File: src/rtl/shift_left_piso_tx.sv
// shift_left_piso_tx: parallel-in serial-out transmitter, MSB first.
// Feeds a left-shift SIPO clocked on the same edges. A load/ready handshake
// with a done pulse on the last bit lets words stream back-to-back.
// Optional feature macro: PISO_PARITY_EN appends an even-parity bit to each
// frame, computed from the captured word.
module shift_left_piso_tx #(
   parameter int WIDTH = 4
) (
   input  logic             clk,
   input  logic             reset,
   input  logic [WIDTH-1:0] parallel_data_in,
   input  logic             load,
   output logic             ready,
   output logic             serial_data_out,
   output logic             serial_valid,
   output logic             done,
   output logic             busy
);

`ifdef PISO_PARITY_EN
   localparam int FLEN = WIDTH + 1;
`else
   localparam int FLEN = WIDTH;
`endif
   localparam int CW = $clog2(FLEN + 1);

   typedef enum logic {
      IDLE,
      SHIFT
   } state_t;

   state_t          state_q;
   state_t          state_d;
   logic [FLEN-1:0] shift_q;
   logic [FLEN-1:0] shift_d;
   logic [CW-1:0]   cnt_q;
   logic [CW-1:0]   cnt_d;
   logic [FLEN-1:0] load_word;
   logic            last_bit;
   logic            accept;

   // Frame image loaded into the shift register; the parity bit trails data[0].
   always_comb begin
`ifdef PISO_PARITY_EN
      load_word = {parallel_data_in, ^parallel_data_in};
`else
      load_word = parallel_data_in;
`endif
   end

   // Outputs are decoded from registered state only, never from load or data.
   always_comb begin
      last_bit        = (state_q == SHIFT) && (cnt_q == CW'(1));
      serial_valid    = (state_q == SHIFT);
      busy            = (state_q == SHIFT);
      done            = last_bit;
      ready           = (state_q == IDLE) || last_bit;
      serial_data_out = (state_q == SHIFT) && shift_q[FLEN-1];
      accept          = load && ready;
   end

   // Next-state logic: capture on an accepted load, otherwise shift and count down.
   always_comb begin
      state_d = state_q;
      shift_d = shift_q;
      cnt_d   = cnt_q;
      case (state_q)
         IDLE: begin
            if (accept) begin
               shift_d = load_word;
               cnt_d   = CW'(FLEN);
               state_d = SHIFT;
            end
         end
         SHIFT: begin
            if (last_bit && accept) begin
               shift_d = load_word;
               cnt_d   = CW'(FLEN);
               state_d = SHIFT;
            end else begin
               shift_d = {shift_q[FLEN-2:0], 1'b0};
               cnt_d   = cnt_q - CW'(1);
               if (last_bit) begin
                  state_d = IDLE;
               end
            end
         end
         default: begin
            state_d = IDLE;
            shift_d = '0;
            cnt_d   = '0;
         end
      endcase
   end

   // State register; reset aborts any frame in flight and wins over load.
   always_ff @(posedge clk) begin
      if (reset) begin
         state_q <= IDLE;
         shift_q <= '0;
         cnt_q   <= '0;
      end else begin
         state_q <= state_d;
         shift_q <= shift_d;
         cnt_q   <= cnt_d;
      end
   end

endmodule

File: config.mk
export PLATFORM = sky130hd
export DESIGN_NAME = shift_left_piso_tx
export DESIGN_NICKNAME = d
export VERILOG_FILES = /design/src/rtl/shift_left_piso_tx.sv
export SDC_FILE = /design/constraint.sdc
export NUM_CORES = 1
export LEC_CHECK = 0
export BUFFER_PORTS_ARGS = -buffer_cell sky130_fd_sc_hd__buf_4
export CAP_MARGIN = 20
export CORE_MARGIN = 1
export CORE_UTILIZATION = 40
export DETAILED_ROUTE_END_ITERATION = 12
export PLACE_DENSITY = 0.67
export SLEW_MARGIN = 20
export SYNTH_ARGS = -nofsm -noshare
export SYNTH_HDL_FRONTEND = slang
export SYNTH_SLANG_ARGS = --single-unit
export TNS_END_PERCENT = 100
File: constraint.sdc
create_clock -name clk -period 1.38 [get_ports clk]
set_clock_uncertainty 0.15 [all_clocks]
set_input_delay 0.414 -clock clk [delete_from_list [all_inputs] [get_ports clk]]
set_output_delay 0.414 -clock clk [all_outputs]
set_load 0.02 [all_outputs]
==> results_dict.tcl, run 1 <==
set metrics [dict create \
    critPathLaunchType "register" \
    drt_first_pass_iters 2 \
    fp-row-count 12 \
    ys_warn_count 0 \
    syn_to_final_growth_pct 53.65 \
    grt_pass1_vias 467 \
    peakVddDrop_mv 0.5849 \
    cts_sinks 8 \
    cp.arrival_ns 1.23 \
    postRouteAntennaNets 0 \
    drtIter0Drc 8 \
    fin_ws_ns -0.4150 \
    design_area_um2 817.0 \
    busiest_layer "met2" \
    met1_usage_pct 19.29 \
    required_ns 0.82 \
    hpwlAfterDp_um 815.2 \
    final-hold-violation-count 0 \
    violations "negative setup slack" \
    pre_cts_slack_ns -0.1495 \
    syn_nets 65 \
    leakage_nw 0.3327 \
    max-slew-margin-rel_pct 84.68 \
    place_congestion 0.6722 \
    placed_cell_area_um2 665.6 \
    grt_max_degree 14 \
    synth_common_cells "dfxtp_1 (8), nand2_1 (4)" \
    finish.utilization_pct 69.77 \
    initial_core_util_pct 45.41 \
    cts_tree "yes" \
    clock-root-buffer "clkbuf_4" \
    hold_class "input port to register" \
    synth_ff_type "dfxtp_1" \
    die_w_um 38.46 \
    clockBufferDepth 2 \
    nets 85 \
    synthArstFlopShare_pct 0 \
    yosysTopAreaCellShare_pct 30.12 \
    avgSynthCellArea_um2 9.496 \
    wire_per_inst_um 13.51 \
    cap_viol_max_count 0 \
    synth.distinct_cells 28 \
    antenna_cells 0 \
    max_freq_mhz 557.1 \
    die_h_um 38.46 \
    coreArea_um2 1171 \
    drive_above_1_share_pct 68.00 \
    p_per_area_nw_per_um2 902.2 \
    grt_use_total_pct 18.57 \
    synth_cells 56 \
    synth_edf_count 0 \
    dieArea_um2 1479 \
    io_pins 12 \
    clk_latency_ns 0.27 \
    synth_top_area_cell "dfxtp_1" \
    finalWirelength_um 1202 \
    grt.overflow.total 0 \
    antenna_found_initial 0 \
    yosysSeqAreaShare_pct 30.12 \
    vias 478 \
    yosys_register_bits 8 \
    clkTransAtPathRegs_ns 0.06 \
    finalCriticalPeriod_ns 1.795 \
    h-tree-depth 1 \
    setup_viol 8 \
    yosysMostFrequentCell "dfxtp_1" \
    worst_pin_slew_ns 0.2295 \
    use_met2_pct 33.05 \
    grt_pass1_wl_um 1835 \
    status "complete, but fails checks" \
    period_share_pct 130.1 \
    grt_use_met3_pct 5.233 \
    drc 0 \
    yosys-top-cells-area "dfxtp_1 (30%), mux2_4 (8.5%), nor4_2 (7.1%)" \
    end_kind "output pin" \
    io_buffers 11 \
    routed_via_density 5.371 \
    numCtsBuffers 3 \
    syn_area_um2 531.8 \
    path_max_fanout 2 \
    worstSetupPathType "register to output pin" \
    slew_violations 0 \
    rsz0062_at_grt "yes" \
]
-- cells by family after synthesis --
logic type | count (synthesis) | synth area share, %
adders and majority gates | 2 | 4.705
muxes | 3 | 8.470
AOI/OAI and AO/OA | 11 | 14.12
buffers and inverters | 8 | 9.880
and+or+nand+nor | 24 | 32.70
DFF | 8 | 30.12
-- layout make-up --
type | instances | area (µm²)
Inverter | 3 | 11.26
Multi-Input combinational cell | 40 | 422.9
Clock buffer | 4 | 26.28
Fill cell | 94 | 354.1
Sequential cell | 8 | 166.4
Tap cell | 14 | 17.52
Timing Repair Buffer | 20 | 172.7
-- power breakdown --
group          switching [W]  internal, W  leakage, nW  total, W
logic               0.000105     0.000140        0.250  0.000246
clock network       0.000100     0.000112       0.0150  0.000212
registers          0.0000268     0.000253       0.0675  0.000280
total               0.000232     0.000505        0.333  0.000737
-- worst paths after layout --
check             depth (start not counted)    endpoint        from  slack (ns)
hold reg to reg                           2  shift_q[0]  shift_q[0]        0.36
setup reg to reg                          7    cnt_q[0]    cnt_q[1]       -0.04
setup / recovery                          5        done    cnt_q[1]       -0.41
hold / removal                            2    cnt_q[1]       reset        0.24
-- cells in the final DEF, fill, tap and decap left out, types with 2 or more instances in the layout --
cell / n
ha_4: 2
clkbuf_4: 3
o22ai_1: 2
a21oi_1: 2
dfxtp_2: 2
nand2_1: 3
nand3b_1: 2
inv_1: 2
and2_4: 2
nand2b_4: 2
buf_4: 14
mux2_4: 3
dfxtp_1: 5
buf_6: 6
nor4_2: 4
nor3b_2: 2
nor3_2: 2
-- registers in the layout, indices dropped and copies added, names as in the netlist --
signal   count
shift_q      4
busy         1
cnt_q        3
-- worst max-delay path, cell delays in order (launching register included) --
cell and delay [ns]:
dfxtp_2 0.34, inv_2 0.05, ha_4 0.15, and2b_1 0.17, and2_4 0.14, buf_6 0.12
-- metal layers --
metal	wire length [µm]	share of wire, %
met1	555	46
met2	569	47
met3	46	3.8
met4	31	2.6
met5	0	0
-- timing repair --
item,CTS,global route
setup buffers,3,2
setup endpoints to repair,8,11
hold buffers,0,0
resized for setup,12,12
pin swaps,3,4
endpoints found under the hold margin,0,0
-- through the flow --
stage / power [W] / hold WS [ns] / std cells / setup TNS, ns
floorplan: 0.0004083 / 0.2949 / 56 / -0.04725
global placement: 0.0004631 / 0.3206 / 83 / -0.1300
detailed placement: 0.0004669 / 0.3239 / 83 / -0.2146
CTS: 0.0006958 / 0.2412 / 89 / -1.022
global route: 0.0007684 / 0.2518 / 89 / -1.609
finish: 0.0007371 / 0.2367 / 89 / -1.141
No activity file was read; power rests on OpenSTA's default activity.
==> run 2, diff against run 1 <==
PLACE_DENSITY = 0.65   (was 0.67)
clock period = 2.19 ns   (was 1.38 ns; I/O delays follow)
==> results_dict.tcl, run 2 (same netlist as run 1, synthesis figures left out) <==
set metrics [dict create \
    status "finished clean" \
    final-hold-violation-count 0 \
    clk_latency_ns 0.25 \
    power_frac_clock_pct 29.1 \
    holdPathEnd "shift_q[0]" \
    power_switching_w 0.0001111 \
    worst_pin_slew_ns 0.4195 \
    p_per_area_nw_per_um2 617.5 \
    numCtsBuffers 3 \
    initial_core_util_pct 45.41 \
    grt_pass1_wl_um 1690 \
    hp-start "shift_q[0]" \
    grt_max_degree 14 \
    required_ns 1.38 \
    clockBufferDepth 2 \
    antenna_cells 0 \
    end_kind "output pin" \
    cp.arrival_ns 1.32 \
    finish.utilization_pct 53.42 \
    syn_to_final_growth_pct 17.65 \
    switching_share_pct 28.75 \
    die_w_um 38.46 \
    p_total_w 0.0003863 \
    wire_per_inst_um 12.64 \
    largest_reg_flops 4 \
    io_buffers 11 \
    max-slew-margin-rel_pct 72.00 \
    nets 77 \
    routed_via_density 5.263 \
    hpwlAfterDp_um 719.9 \
    vias 421 \
    max_freq_mhz 469.5 \
    clkTransAtPathRegs_ns 0.06 \
    hold_class "register to register" \
    cts_resized 0 \
    r2r_end "shift_q[2]" \
    cap_viol_max_count 0 \
    clock-root-buffer "clkbuf_4" \
    critPathLaunchType "register" \
    dieArea_um2 1479 \
    drt_first_pass_iters 2 \
    fp-row-count 12 \
    drc 0 \
    reg2reg_slack_ns 0.57 \
    drive_above_1_share_pct 42.42 \
    hold_depth 2 \
    reg2reg_depth 4 \
    setup_viol 0 \
    cts_sinks 8 \
    place_congestion 0.7105 \
    final_cell_mix "buf_4 (12), dfxtp_1 (7), nand2_1 (4)" \
    drtIter0Drc 5 \
    coreArea_um2 1171 \
    finalCriticalPeriod_ns 2.130 \
    peakVddDrop_mv 0.3396 \
    h-tree-depth 1 \
    seqPwrFrac_pct 44.7 \
    combPwrFrac_pct 26.2 \
    antenna_found_initial 0 \
    tns_ns 0 \
    regMostFlops "shift_q" \
    grt_pass1_vias 405 \
    worstSetupPathType "register to output pin" \
    grt_use_total_pct 17.01 \
    die_h_um 38.46 \
    rsz0062_at_grt "no" \
    placed_cell_area_um2 598.1 \
    grt.overflow.total 0 \
    ctsHoldBuffers 0 \
    postRouteAntennaNets 0 \
    cts_tree "yes" \
    io_pins 12 \
    design_area_um2 625.6 \
    period_share_pct 97.27 \
    cts_setup_buffers 0 \
    leakage_nw 0.2561 \
    internal_power_w 0.0002752 \
    slew_violations 0 \
    path_max_fanout 4 \
    finalWirelength_um 1011 \
    layout_commonest_cell "buf_4" \
    r2r-start "busy" \
]
-- run 2: how the worst max path moves through the flow --
stage,start,end
2_1_floorplan,busy,serial_data_out
3_3_place_gp,cnt_q[1],done
3_5_place_dp,cnt_q[1],done
4_1_cts,cnt_q[1],done
5_1_grt,cnt_q[1],done
6_report,cnt_q[1],done
-- run 2: power by group through the flow --
stage               clock (W)  combinational (W)  sequential, W
floorplan                   0          0.0000819       0.000171
global placement            0           0.000100       0.000175
detailed placement          0           0.000100       0.000175
CTS                  0.000118           0.000101       0.000172
global route         0.000126           0.000112       0.000175
finish               0.000113           0.000101       0.000173
-- run 2: per-layer routing --
layer	track usage (%)	wire length (µm)
met1	21.86	501
met4	10.34	4
met3	1.744	39
met5	0	0
met2	27.12	467
-- run 2: metrics by stage --
step	hold WS (ns)	worst slack (ns)	cells
floorplan	0.2949	0.4113	56
global placement	0.3331	0.3199	77
detailed placement	0.3483	0.3052	77
CTS	0.3483	0.02499	80
global route	0.3810	0.02186	80
finish	0.3422	0.05988	80
-- run 2: worst max-delay path, cell delays in order (launching register included) --
cell     delay (ns)
dfxtp_2        0.32
inv_1          0.05
ha_2           0.18
and2b_2        0.22
and2_1         0.15
buf_4          0.15
-- run 2: final cells by class --
type	instances	area [µm²]
Fill cell	117	545.5
Multi-Input combinational cell	40	322.8
Sequential cell	8	161.4
Timing Repair Buffer	12	90.09
Clock buffer	3	22.52
Tap cell	14	17.52
Inverter	3	11.26
